===== src/rtl/data_mem_ctrl_pkg.sv =====
// rtl/data_mem_ctrl_pkg.sv - shared state encoding, width codes and lane masks for data_mem_ctrl
package data_mem_ctrl_pkg;

  typedef enum logic [1:0] {
    ST_IDLE = 2'd0,
    ST_REQ1 = 2'd1,
    ST_REQ2 = 2'd2,
    ST_DONE = 2'd3
  } state_e;

  localparam logic [1:0] W_BYTE = 2'b00;
  localparam logic [1:0] W_HALF = 2'b01;
  localparam logic [1:0] W_WORD = 2'b10;
  localparam logic [1:0] W_RSVD = 2'b11;

  localparam logic [3:0] MASK_BYTE = 4'b0001;
  localparam logic [3:0] MASK_HALF = 4'b0011;
  localparam logic [3:0] MASK_WORD = 4'b1111;

  // Lane mask of an access that starts at lane 0.
  function automatic logic [3:0] size_mask(input logic [1:0] width);
    case (width)
      W_BYTE:  size_mask = MASK_BYTE;
      W_HALF:  size_mask = MASK_HALF;
      default: size_mask = MASK_WORD;
    endcase
  endfunction

endpackage


===== src/rtl/data_mem_ctrl_align.sv =====
// rtl/data_mem_ctrl_align.sv - load lane extraction and sign/zero extension
module mem_load_align
  import data_mem_ctrl_pkg::*;
(
  input  logic [55:0] lanes,
  input  logic [1:0]  offset,
  input  logic [1:0]  width,
  input  logic        sign_ext,
  output logic [31:0] data
);

  logic [31:0] word;

  // Pick the bytes starting at the access offset, then extend to 32 bits.
  always_comb begin
    word = lanes[{offset, 3'b000} +: 32];
    case (width)
      W_BYTE:  data = {{24{sign_ext & word[7]}}, word[7:0]};
      W_HALF:  data = {{16{sign_ext & word[15]}}, word[15:0]};
      default: data = word;
    endcase
  end

endmodule


===== src/rtl/data_mem_ctrl.sv =====
// rtl/data_mem_ctrl.sv - MEM-stage load/store controller with split access and bus timeout
module data_mem_ctrl
  import data_mem_ctrl_pkg::*;
#(
  parameter int TIMEOUT_CYC = 255
) (
  input  logic        clk,
  input  logic        rst_n,
  input  logic        mem_read,
  input  logic        mem_write,
  input  logic [1:0]  mem_width,
  input  logic        mem_sign_extend,
  input  logic [31:0] addr,
  input  logic [31:0] wdata,
  output logic        stall,
  output logic [31:0] rdata,
  output logic        done,
  output logic        err,
  output logic        bus_req,
  output logic        bus_we,
  output logic [29:0] bus_addr,
  output logic [3:0]  bus_wstrb,
  output logic [31:0] bus_wdata,
  input  logic        bus_ack,
  input  logic [31:0] bus_rdata
);

  localparam logic [7:0] TO_LIM = 8'(TIMEOUT_CYC);

  state_e      state;
  logic [1:0]  cap_off;
  logic [1:0]  cap_width;
  logic        cap_sign;
  logic        cap_we;
  logic [31:0] cap_wdata;
  logic [7:0]  wait_cnt;
  logic [55:0] rd_lanes;
  logic [31:0] rdata_q;
  logic        err_q;

  logic        req_ok;
  logic        req_bad;
  logic        idle_open;
  logic        timeout;
  logic [1:0]  src_off;
  logic [1:0]  src_width;
  logic [31:0] src_wdata;
  logic [7:0]  plan_mask;
  logic [63:0] plan_data;
  logic        split;
  logic [31:0] align_data;

  // The cycle after a timeout abort still presents the faulted request; it is not re-accepted.
  assign idle_open = (state == ST_IDLE) && !err_q;
  assign req_ok    = (mem_read ^ mem_write) && (mem_width != W_RSVD);
  assign req_bad   = (mem_read | mem_write) && !req_ok;
  assign timeout   = (wait_cnt + 8'd1) == TO_LIM;

  // Lane plan: from live inputs while capturing, from the captured copy afterwards.
  assign src_off   = (state == ST_IDLE) ? addr[1:0] : cap_off;
  assign src_width = (state == ST_IDLE) ? mem_width : cap_width;
  assign src_wdata = (state == ST_IDLE) ? wdata     : cap_wdata;
  assign plan_mask = {4'b0000, size_mask(src_width)} << src_off;
  assign plan_data = {32'd0, src_wdata} << {src_off, 3'b000};
  assign split     = |plan_mask[7:4];

  assign stall = (idle_open && req_ok) || (state == ST_REQ1) || (state == ST_REQ2);
  assign err   = err_q || (idle_open && req_bad);
  assign rdata = (state == ST_DONE) ? align_data : rdata_q;

  mem_load_align u_align (
    .lanes    (rd_lanes),
    .offset   (cap_off),
    .width    (cap_width),
    .sign_ext (cap_sign),
    .data     (align_data)
  );

  // Access FSM with registered bus outputs, wait counter and load assembly buffer.
  always_ff @(posedge clk or negedge rst_n) begin
    if (!rst_n) begin
      state     <= ST_IDLE;
      cap_off   <= 2'b00;
      cap_width <= W_BYTE;
      cap_sign  <= 1'b0;
      cap_we    <= 1'b0;
      cap_wdata <= 32'd0;
      wait_cnt  <= 8'd0;
      rd_lanes  <= 56'd0;
      rdata_q   <= 32'd0;
      err_q     <= 1'b0;
      done      <= 1'b0;
      bus_req   <= 1'b0;
      bus_we    <= 1'b0;
      bus_addr  <= 30'd0;
      bus_wstrb <= 4'b0000;
      bus_wdata <= 32'd0;
    end else begin
      err_q <= 1'b0;
      done  <= 1'b0;
      case (state)
        ST_IDLE: begin
          if (idle_open && req_ok) begin
            cap_off   <= addr[1:0];
            cap_width <= mem_width;
            cap_sign  <= mem_sign_extend;
            cap_we    <= mem_write;
            cap_wdata <= wdata;
            wait_cnt  <= 8'd0;
            rd_lanes  <= 56'd0;
            bus_req   <= 1'b1;
            bus_we    <= mem_write;
            bus_addr  <= addr[31:2];
            bus_wstrb <= mem_write ? plan_mask[3:0] : 4'b0000;
            bus_wdata <= plan_data[31:0];
            state     <= ST_REQ1;
          end
        end
        ST_REQ1: begin
          if (bus_ack) begin
            if (!cap_we) rd_lanes[31:0] <= bus_rdata;
            wait_cnt <= 8'd0;
            if (split) begin
              bus_addr  <= bus_addr + 30'd1;
              bus_wstrb <= cap_we ? plan_mask[7:4] : 4'b0000;
              bus_wdata <= plan_data[63:32];
              state     <= ST_REQ2;
            end else begin
              bus_req   <= 1'b0;
              bus_we    <= 1'b0;
              bus_wstrb <= 4'b0000;
              done      <= 1'b1;
              state     <= ST_DONE;
            end
          end else if (timeout) begin
            bus_req   <= 1'b0;
            bus_we    <= 1'b0;
            bus_wstrb <= 4'b0000;
            err_q     <= 1'b1;
            state     <= ST_IDLE;
          end else begin
            wait_cnt <= wait_cnt + 8'd1;
          end
        end
        ST_REQ2: begin
          if (bus_ack) begin
            if (!cap_we) rd_lanes[55:32] <= bus_rdata[23:0];
            bus_req   <= 1'b0;
            bus_we    <= 1'b0;
            bus_wstrb <= 4'b0000;
            done      <= 1'b1;
            state     <= ST_DONE;
          end else if (timeout) begin
            bus_req   <= 1'b0;
            bus_we    <= 1'b0;
            bus_wstrb <= 4'b0000;
            err_q     <= 1'b1;
            state     <= ST_IDLE;
          end else begin
            wait_cnt <= wait_cnt + 8'd1;
          end
        end
        ST_DONE: begin
          rdata_q <= align_data;
          state   <= ST_IDLE;
        end
        default: state <= ST_IDLE;
      endcase
    end
  end

endmodule


===== config.mk =====
export PLATFORM = sky130hd
export DESIGN_NAME = data_mem_ctrl
export DESIGN_NICKNAME = d
export VERILOG_FILES = /design/src/rtl/data_mem_ctrl_pkg.sv /design/src/rtl/data_mem_ctrl_align.sv /design/src/rtl/data_mem_ctrl.sv
export SDC_FILE = /design/constraint.sdc
export NUM_CORES = 1
export LEC_CHECK = 0
export ABC_AREA = 1
export CAP_MARGIN = 15
export CORE_MARGIN = 2
export CORE_UTILIZATION = 58
export DETAILED_ROUTE_END_ITERATION = 6
export PLACE_DENSITY_LB_ADDON = 0.1
export SYNTH_ARGS = -nofsm -noshare
export SYNTH_HDL_FRONTEND = slang
export SYNTH_SLANG_ARGS = --single-unit

===== constraint.sdc =====
create_clock -name clk -period 4.1 [get_ports clk]
set_input_delay 0.41 -clock clk [delete_from_list [all_inputs] [get_ports clk]]
set_output_delay 0.41 -clock clk [all_outputs]
set_load 0.01 [all_outputs]

Word-level counts from Yosys, hierarchy flattened --
Index checks and enable logic that the tools add are counted.
Word-level totals: bits of input ports 104, flip-flop bits (word level) 206
Cells by class: equal/unequal tests 15, $add $sub $neg 2, multiplexer cells 58, shift operators 3, bitwise gates (word level) 4, reductions and logical operators 25
Operator list (number):
- $mux 32 | 7
- $pmux 32 s2 | 3
- $mux 30 | 3
- $shl 32x5->64 | 1
- $pmux 30 s2 | 1
- $mux 56 | 1
- $shiftx 56x6->32 | 1
- $mux 24 | 2
- $pmux 24 s2 | 1
- $mux 8 | 4
- $add 30x1->30 const B | 1
- $mux 4 | 7
- $pmux 8 s3 | 1
- $mux 1 | 16
- $ne 2x2->1 const B | 7
- $mux 2 | 6
- $pmux 4 s3 | 1
- $reduce_and 4->1 | 3
- $add 8x1->8 const B | 1
- $eq 8x8->1 const B | 1
- $pmux 2 s4 | 1
- $pmux 4 s2 | 1
- $shl 4x2->8 | 1
- $eq 2x1->1 const B | 3
- other kinds (18) | 33

Logic depth before layout (Yosys ltp) --
Gate-level depths: netlist (run 1).
depth in word-level cells 9, depth in mapped cells 15

Modules after synthesis --
Synthesis (run 1) repeated with hierarchy kept, for this count alone.
Second synthesis, totals: cell total of the unflattened synthesis 1679, area, all modules 11867.6 µm²
By module, submodules not included:
- data_mem_ctrl | cells each 1439, instances 1, sequential area each 5154.9 µm², area each 10667.7 µm²
- mem_load_align | cells each 240, instances 1, sequential area each 0.0 µm², area each 1199.9 µm²

Worst setup path before layout (run 1) --
OpenSTA, ideal clock, no wires.
path kind register to output, start point reg state[0], end point out stall, buffers on the path 2, data arrival time 1.609 ns, data required time 3.690 ns, stages on the path, launching flop included 10, slack 2.081 ns, path through dfrtp_1 > inv_1 > ha_1 > buf_4 > inv_2 > or2_1 > nor2_4 > clkbuf_1 > inv_1 > nand2_1
Between the ends: longest elaborated chain between the ends 5
RTL lines:
- start, declared | line data_mem_ctrl.sv:30 | state_e state;
- start signal, assigned | line data_mem_ctrl.sv:82 | state <= ST_IDLE;
- start signal, assigned | line data_mem_ctrl.sv:116 | state <= ST_REQ1;
- start signal, assigned | line data_mem_ctrl.sv:127 | state <= ST_REQ2;
- $logic_not 2->1 | line data_mem_ctrl.sv:54 | assign idle_open = (state == ST_IDLE) && !err_q;
- $logic_and 1x1->1 | line data_mem_ctrl.sv:54
- $logic_and 1x1->1 | line data_mem_ctrl.sv:67 | assign stall = (idle_open && req_ok) || (state == ST_REQ1) || (state == ST_REQ2);
- $logic_or 1x1->1 | line data_mem_ctrl.sv:67
- $logic_or 1x1->1 * | line data_mem_ctrl.sv:67
- end, declared | line data_mem_ctrl.sv:15 | output logic stall,
Every way passes the cells marked *; elsewhere a longest branch is shown, timed or not.

Worst setup path in the final report (run 1) --
start point reg state[1], end point out stall
The elaborated chain is that of the path after synthesis.

==> results.sh, run 1 <==
export IMPL_detailroute_wirelength_met2_um=15900
export IMPL_finalWorstPathRequiredPeriod_ns=3.66
export IMPL_die_x_um=147
export IMPL_crit_fanout=76
export IMPL_switchingPower_mw=6.06
export IMPL_crit_path_end_kind="output pin"
export IMPL_wire_length_of_the_first_global_routing_pass_um=55500
export IMPL_layout_cells_most_common="sky130_fd_sc_hd__nand2_1"
export IMPL_period_utilization_pct=89.4
export IMPL_synth_fp_nets=1713
export IMPL_final_setup_viol_count=0
export IMPL_finished_layout_cells=2036
export IMPL_final_hold_violation_count=1
export IMPL_synthDominantCellAreaShare_pct=43.7
export IMPL_antenna_violations_before_repair=0
export IMPL_post_synth_instance_area_mm2=0.0118
export IMPL_num_rows=52
export IMPL_drive_above_1_share_pct=7.36
export IMPL_resize_count_post_cts=0
export IMPL_reg2reg_from="state[0]"
export IMPL_synth_top_flop_cell="sky130_fd_sc_hd__dfrtp_1"
export IMPL_drt_iter0_drc=870
export IMPL_avgSynthCellArea_um2=7.38
export IMPL_grt_remaining_overflow=0
export IMPL_die_area_mm2=0.0215
export IMPL_worstSetupStartpoint="state[1]"
export IMPL_placed_cells_incl_taps=1998
export IMPL_floorplan_initialDensity_pct=58.7
export IMPL_synth_enable_flop_cells=0
export IMPL_setup_repair_after_global_routing_missed_its_margin="false"
export IMPL_worst_case_setup_slack_after_placement_ns=0.786
export IMPL_status="finished, violations left"
export IMPL_maxClockFrequency_mhz=273
export IMPL_slew_viol_final=0
export IMPL_final_setup_worst_slack_ns=0.436
export IMPL_dr_max_layer_used="met4"
export IMPL_die_y_um=147
export IMPL_finalClockSkew_ns=0.0128
export IMPL_fin_setup_tns_ns=0
export IMPL_setup_worst_path_class="flop to output pin"
export IMPL_synth_seq_area_share_pct=43.7
export IMPL_tritoncts_num_buffers=23
export IMPL_hold_buf_count_cts=0
export IMPL_worst_endpoint_required_ns=3.69
export IMPL_cell_internal_pwr_mw=6.65
export IMPL_syn_to_final_growth_pct=23.4
export IMPL_wl_met1_um=15000
export IMPL_maxCapViolations=0
export IMPL_synthDistinctLibCells=43
export IMPL_seq_power_share_pct=27.7
export IMPL_port_buffers=206
export IMPL_cp_start_kind="flop"
export IMPL_antenna_diode_count=0
export IMPL_first_global_vias=10735
export IMPL_cts_h_tree_lvls=1
export IMPL_wl_per_cell_um=16.9
export IMPL_count_of_antenna_violating_nets_left_after_detailed_routing=0
export IMPL_detailed_place_hpwl_um=24300
export IMPL_peakVddDrop_mv=0.530
export IMPL_min_delay_path_class="input pin to asynchronous set/reset pin"
export IMPL_postSynthRegisterBits=206
export IMPL_asyncSetResetFlopFracSynth_pct=100
export IMPL_power_leakage_nw=6.50
export IMPL_gate_power_share_pct=57.2
export IMPL_swShare_pct=47.7
export IMPL_route_met3_wl_um=2330
export IMPL_power_total_mw=12.7
export IMPL_core_area_mm2=0.0201
export IMPL_final_cell_mix="471 x sky130_fd_sc_hd__nand2_1, 213 x sky130_fd_sc_hd__o21ai_0, 205 x sky130_fd_sc_hd__dfrtp_1, 205 x sky130_fd_sc_hd__clkdlybuf4s50_1, 160 x sky130_fd_sc_hd__inv_1"
export IMPL_synth_area_top_cells="sky130_fd_sc_hd__dfrtp_1 44%, sky130_fd_sc_hd__nand2_1 15%, sky130_fd_sc_hd__o21ai_0 9.0%, sky130_fd_sc_hd__inv_1 5.1%, sky130_fd_sc_hd__nor2_1 3.7%"
export IMPL_tritoncts_clock_tree="built"
export IMPL_detail_route_first_pass_iterations=5
export IMPL_failed_checks="negative hold slack"
export IMPL_drt_vias_per_instance=5.56
export IMPL_synth_top_cell_by_area="sky130_fd_sc_hd__dfrtp_1"
export IMPL_synthesis_yosys_warnings=0
export IMPL_routed_wl_um=34500
export IMPL_drcViolationCount=0
export IMPL_worst_hold_slack_ns=-0.00726
export IMPL_finalWeightedCongestion=0.925
export IMPL_ctsLongestPathBuffers=3
export IMPL_worst_max_slew_pin_slew_ns=1.07
export IMPL_grt_usage_pct=31.9
export IMPL_clock_root_buffer="sky130_fd_sc_hd__clkbuf_16"
export IMPL_clk_pin_slew_worst_paths_ns=0.06
export IMPL_dr_total_vias=11318
export IMPL_later_pin_clock_latency_in_the_skew_report_ns=0.52
export IMPL_power_density_cell_area_mw_per_mm2=873
export IMPL_maxSlewHeadroom_pct=28.7
export IMPL_post_cts_setup_buffer_count=0
export IMPL_synthesis_instances=1599
export IMPL_critical_path_arrival_ns=3.25
export IMPL_io_pins=207
export IMPL_clock_power_share_pct=15.1
export IMPL_cts_sinks=206
export IMPL_design_final_nets=1867
export IMPL_grt_start_max_net_pins=125
[layer usage]
layer	vias up	track usage, %
met3	74	4.81
met4	0	11.5
li1	5472	-
met1	5343	45.7
met5	-	0
met2	429	49.8
[registers in the layout, indices dropped and copies added (netlist names)]
| name | count |
|---|---|
| bus_addr | 30 |
| bus_wstrb | 4 |
| err_q | 1 |
| cap_sign | 1 |
| cap_off | 2 |
| cap_width | 2 |
| bus_we | 1 |
| done | 1 |
| rd_lanes | 56 |
| wait_cnt | 8 |
| cap_wdata | 32 |
| state | 2 |
| cap_we | 1 |
| bus_wdata | 32 |
| bus_req | 1 |
| rdata_q | 32 |
[critical path, stage by stage (launching register included)]
cell and delay (ns):
sky130_fd_sc_hd__dfrtp_1 0.43, sky130_fd_sc_hd__inv_1 0.17, sky130_fd_sc_hd__ha_1 0.31, sky130_fd_sc_hd__inv_2 0.18, sky130_fd_sc_hd__or2_1 0.28, sky130_fd_sc_hd__nor2_4 0.10
sky130_fd_sc_hd__buf_4 0.52, sky130_fd_sc_hd__inv_1 0.13, sky130_fd_sc_hd__nand2_1 0.09, sky130_fd_sc_hd__clkdlybuf4s50_1 0.53
[per-stage QoR]
step / cell area, µm² / util (%) / hold WS (ns)
2_1_floorplan: 11800 / - / 0.114
3_5_place_dp: 13900 / 69.1 / 0.464
5_1_grt: 14600 / 72.5 / 0.115
4_1_cts: 14600 / 72.5 / 0.104
3_3_place_gp: 13900 / 69.1 / 0.461
6_report: 14600 / 72.5 / -0.00726
[final cells by class]
class                      count  area [µm²]
clock buffer                  33         643
clock inverter                 5        28.8
fill                        1604        5530
inverter                     168         631
multi-input combinational   1132        5560
sequential                   206        5160
tap                          270         338
timing repair buffer         222        2210
[kinds of logic after synthesis]
| logic type | count (synthesis) | share of synthesized area (%) |
|---|---|---|
| xor+xnor | 12 | 0.890 |
| buf+inv | 261 | 9.53 |
| compound gates | 366 | 17.4 |
| flops | 206 | 43.7 |
| fa+ha+maj | 10 | 1.06 |
| simple gates | 736 | 26.7 |
| mux | 8 | 0.678 |
[path summary, 6_finish.rpt]
check	to	slack (ns)	cells past startpoint
max reg2reg	bus_wdata[24]	0.85	10
min	bus_req	-0.007	1
min reg2reg	bus_wstrb[1]	0.48	2
max in group asynchronous	bus_addr[10]	2.97	2
min in group clk	cap_sign	0.44	3
max	stall	0.44	9
[synthesized netlist by cell type (5+ instances only)]
cell type,n
sky130_fd_sc_hd__nand2_1,471
sky130_fd_sc_hd__o21ai_0,213
sky130_fd_sc_hd__dfrtp_1,206
sky130_fd_sc_hd__inv_1,160
sky130_fd_sc_hd__nor2_1,117
sky130_fd_sc_hd__nand3_1,75
sky130_fd_sc_hd__a21oi_1,52
sky130_fd_sc_hd__clkbuf_1,46
sky130_fd_sc_hd__nand3_2,28
sky130_fd_sc_hd__o22ai_1,25
sky130_fd_sc_hd__buf_2,23
sky130_fd_sc_hd__o21ai_2,20
sky130_fd_sc_hd__o211ai_1,16
sky130_fd_sc_hd__a211oi_1,14
sky130_fd_sc_hd__nor3_1,12
sky130_fd_sc_hd__or2_2,12
sky130_fd_sc_hd__o21ai_1,11
sky130_fd_sc_hd__ha_1,10
sky130_fd_sc_hd__buf_4,9
sky130_fd_sc_hd__xor2_1,9
sky130_fd_sc_hd__buf_6,8
sky130_fd_sc_hd__mux2i_1,8
sky130_fd_sc_hd__o31ai_1,8
sky130_fd_sc_hd__inv_2,7
sky130_fd_sc_hd__nand4_1,7
sky130_fd_sc_hd__buf_1,5
[power groups by stage]
stage	logic [mW]	registers (mW)	clock network (mW)
global route	8.05	3.63	2.02
floorplan	4.80	3.49	0
CTS	7.23	3.51	1.93
finish	7.27	3.53	1.91
detailed placement	7.20	3.51	0
global placement	7.04	3.51	0
Power figures use the tool's default switching activity.
==> run 2, diff against run 1 <==
GPL_ROUTABILITY_DRIVEN = 0   (was default)
==> run 2 against run 1 <==
Against the previous run:
- the flow now finishes without violations
- register-to-register slack got worse by 0.06 ns
- die area unchanged
- flip-flop and latch count is the same
- sequential power grew 2%
- clock skew is 0.0013 ns lower
- critical path type unchanged
- largest cell class unchanged
- highest routed layer unchanged
==> results.sh, run 2 (same netlist as run 1, synthesis figures left out) <==
export IMPL_status="completed"
export IMPL_grt_start_max_net_pins=126
export IMPL_gate_power_share_pct=55.3
export IMPL_power_total_mw=13.1
export IMPL_layout_cells_most_common="sky130_fd_sc_hd__nand2_1"
export IMPL_worst_case_setup_slack_after_placement_ns=0.830
export IMPL_cp_start_kind="flop"
export IMPL_die_y_um=147
export IMPL_switchingPower_mw=6.10
export IMPL_final_core_utilization_pct=73.3
export IMPL_hold_buf_count_cts=0
export IMPL_crit_fanout=45
export IMPL_clock_power_share_pct=17.2
export IMPL_first_global_vias=10829
export IMPL_final_cell_mix="471 x sky130_fd_sc_hd__nand2_1, 213 x sky130_fd_sc_hd__o21ai_0, 205 x sky130_fd_sc_hd__dfrtp_1, 205 x sky130_fd_sc_hd__clkdlybuf4s50_1, 160 x sky130_fd_sc_hd__inv_1"
export IMPL_setup_worst_path_class="flop to output pin"
export IMPL_port_buffers=206
export IMPL_worst_r2r_path_depth=8
export IMPL_placed_cells_incl_taps=2000
export IMPL_tritoncts_clock_tree="built"
export IMPL_die_x_um=147
export IMPL_core_area_mm2=0.0201
export IMPL_tritoncts_num_buffers=24
export IMPL_die_area_mm2=0.0215
export IMPL_final_setup_viol_count=0
export IMPL_seq_power_share_pct=27.5
export IMPL_critical_path_arrival_ns=3.26
export IMPL_maxClockFrequency_mhz=272
export IMPL_cts_sinks=206
export IMPL_largest_register="rd_lanes"
export IMPL_slew_viol_final=0
export IMPL_fillerInstances=1602
export IMPL_drt_iter0_drc=1042
export IMPL_setup_repair_after_global_routing_missed_its_margin="false"
export IMPL_swShare_pct=46.7
export IMPL_fin_setup_tns_ns=0
export IMPL_worst_max_slew_pin_slew_ns=1.03
export IMPL_final_setup_worst_slack_ns=0.426
export IMPL_largest_register_ff_count=56
export IMPL_wl_per_cell_um=17.0
export IMPL_maxCapViolations=0
export IMPL_drt_vias_per_instance=5.65
export IMPL_dpl_cell_area_mm2=0.0139
export IMPL_finalClockSkew_ns=0.0114
export IMPL_syn_to_final_growth_pct=24.8
export IMPL_power_leakage_nw=6.58
export IMPL_clk_pin_slew_worst_paths_ns=0.06
export IMPL_power_density_cell_area_mw_per_mm2=887
export IMPL_clock_root_buffer="sky130_fd_sc_hd__clkbuf_16"
export IMPL_worst_endpoint_required_ns=3.69
export IMPL_routed_wl_um=34700
export IMPL_maxSlewHeadroom_pct=31.5
export IMPL_wire_length_of_the_first_global_routing_pass_um=56200
export IMPL_min_delay_path_class="input pin to asynchronous set/reset pin"
export IMPL_detail_route_first_pass_iterations=6
export IMPL_drive_above_1_share_pct=7.78
export IMPL_final_hold_violation_count=0
export IMPL_count_of_antenna_violating_nets_left_after_detailed_routing=0
export IMPL_finished_layout_cells=2044
export IMPL_finalWorstPathRequiredPeriod_ns=3.67
export IMPL_crit_path_end_kind="output pin"
export IMPL_io_pins=207
export IMPL_period_utilization_pct=89.6
export IMPL_ctsLongestPathBuffers=3
export IMPL_grt_usage_pct=32.2
export IMPL_design_final_nets=1870
export IMPL_dr_total_vias=11540
export IMPL_antenna_diode_count=0
export IMPL_cell_internal_pwr_mw=6.97
export IMPL_detailed_place_hpwl_um=24300
export IMPL_drcViolationCount=0
export IMPL_final_area_mm2=0.0147
export IMPL_peakVddDrop_mv=0.515
export IMPL_num_rows=52
export IMPL_cts_h_tree_lvls=1
export IMPL_later_pin_clock_latency_in_the_skew_report_ns=0.52
export IMPL_antenna_violations_before_repair=0
export IMPL_grt_remaining_overflow=0
export IMPL_floorplan_initialDensity_pct=58.7
export IMPL_worst_hold_slack_ns=0.0292
run 2: cell count changes in the layout (fill, tap and decap cells not counted), sizes merged:
cell	previous run	this run
buf	16	18
bufinv	0	3
clkbuf	34	38
clkinv	5	4
run 2: power groups by stage:
stage	Sequential (mW)	Clock, mW	Combinational [mW]
floorplan	3.49	0	4.80
global placement	3.57	0	6.93
detailed placement	3.57	0	7.11
CTS	3.57	2.26	7.15
global route	3.69	2.34	7.99
finish	3.59	2.25	7.22
run 2: metal layers:
layer  GRT usage (%)  up-vias  part of all wire (%)  routed length [µm]
li1                -     5481                     -                   -
met1            45.5     5443                    43               14800
met2            51.2      531                    47               16100
met3            4.97       85                   7.5                2600
met4            10.7        0                   3.2                1130
met5               0        -                     0                   0
run 2: final timing paths:
path | start | end | slack, ns
worst max-delay path | cap_off[0] | rdata[20] | 0.43
worst min-delay path | rst_n | rdata_q[19] | 0.03
min in group clk | mem_sign_extend | cap_sign | 0.46
worst max register to register | cap_off[1] | bus_wdata[14] | 0.79
worst min register to register | rdata_q[1] | rdata_q[1] | 0.47
max in group asynchronous | rst_n | bus_wdata[31] | 2.94
run 2: layout make-up:
type	count	area (µm²)	area share (%)
clock buffers	37	721	4.89
well taps	270	338	2.29
multi-input cells	1132	5560	37.8
flip-flops and latches	206	5160	35.0
inverters	168	631	4.28
repair buffers	224	2210	15.0
clock inverters	7	114	0.773
run 2: critical path, stage by stage (launching register included):
cell	delay (ns)
sky130_fd_sc_hd__dfrtp_2	0.69
sky130_fd_sc_hd__buf_4	0.45
sky130_fd_sc_hd__o21ai_0	0.20
sky130_fd_sc_hd__o21ai_0	0.44
sky130_fd_sc_hd__nand2_1	0.15
sky130_fd_sc_hd__a21oi_1	0.24
sky130_fd_sc_hd__clkdlybuf4s50_1	0.57
run 2: what timing repair did:
item	in CTS	in global routing
resized for setup	0	1
setup endpoints to repair	0	16
setup buffers	0	0
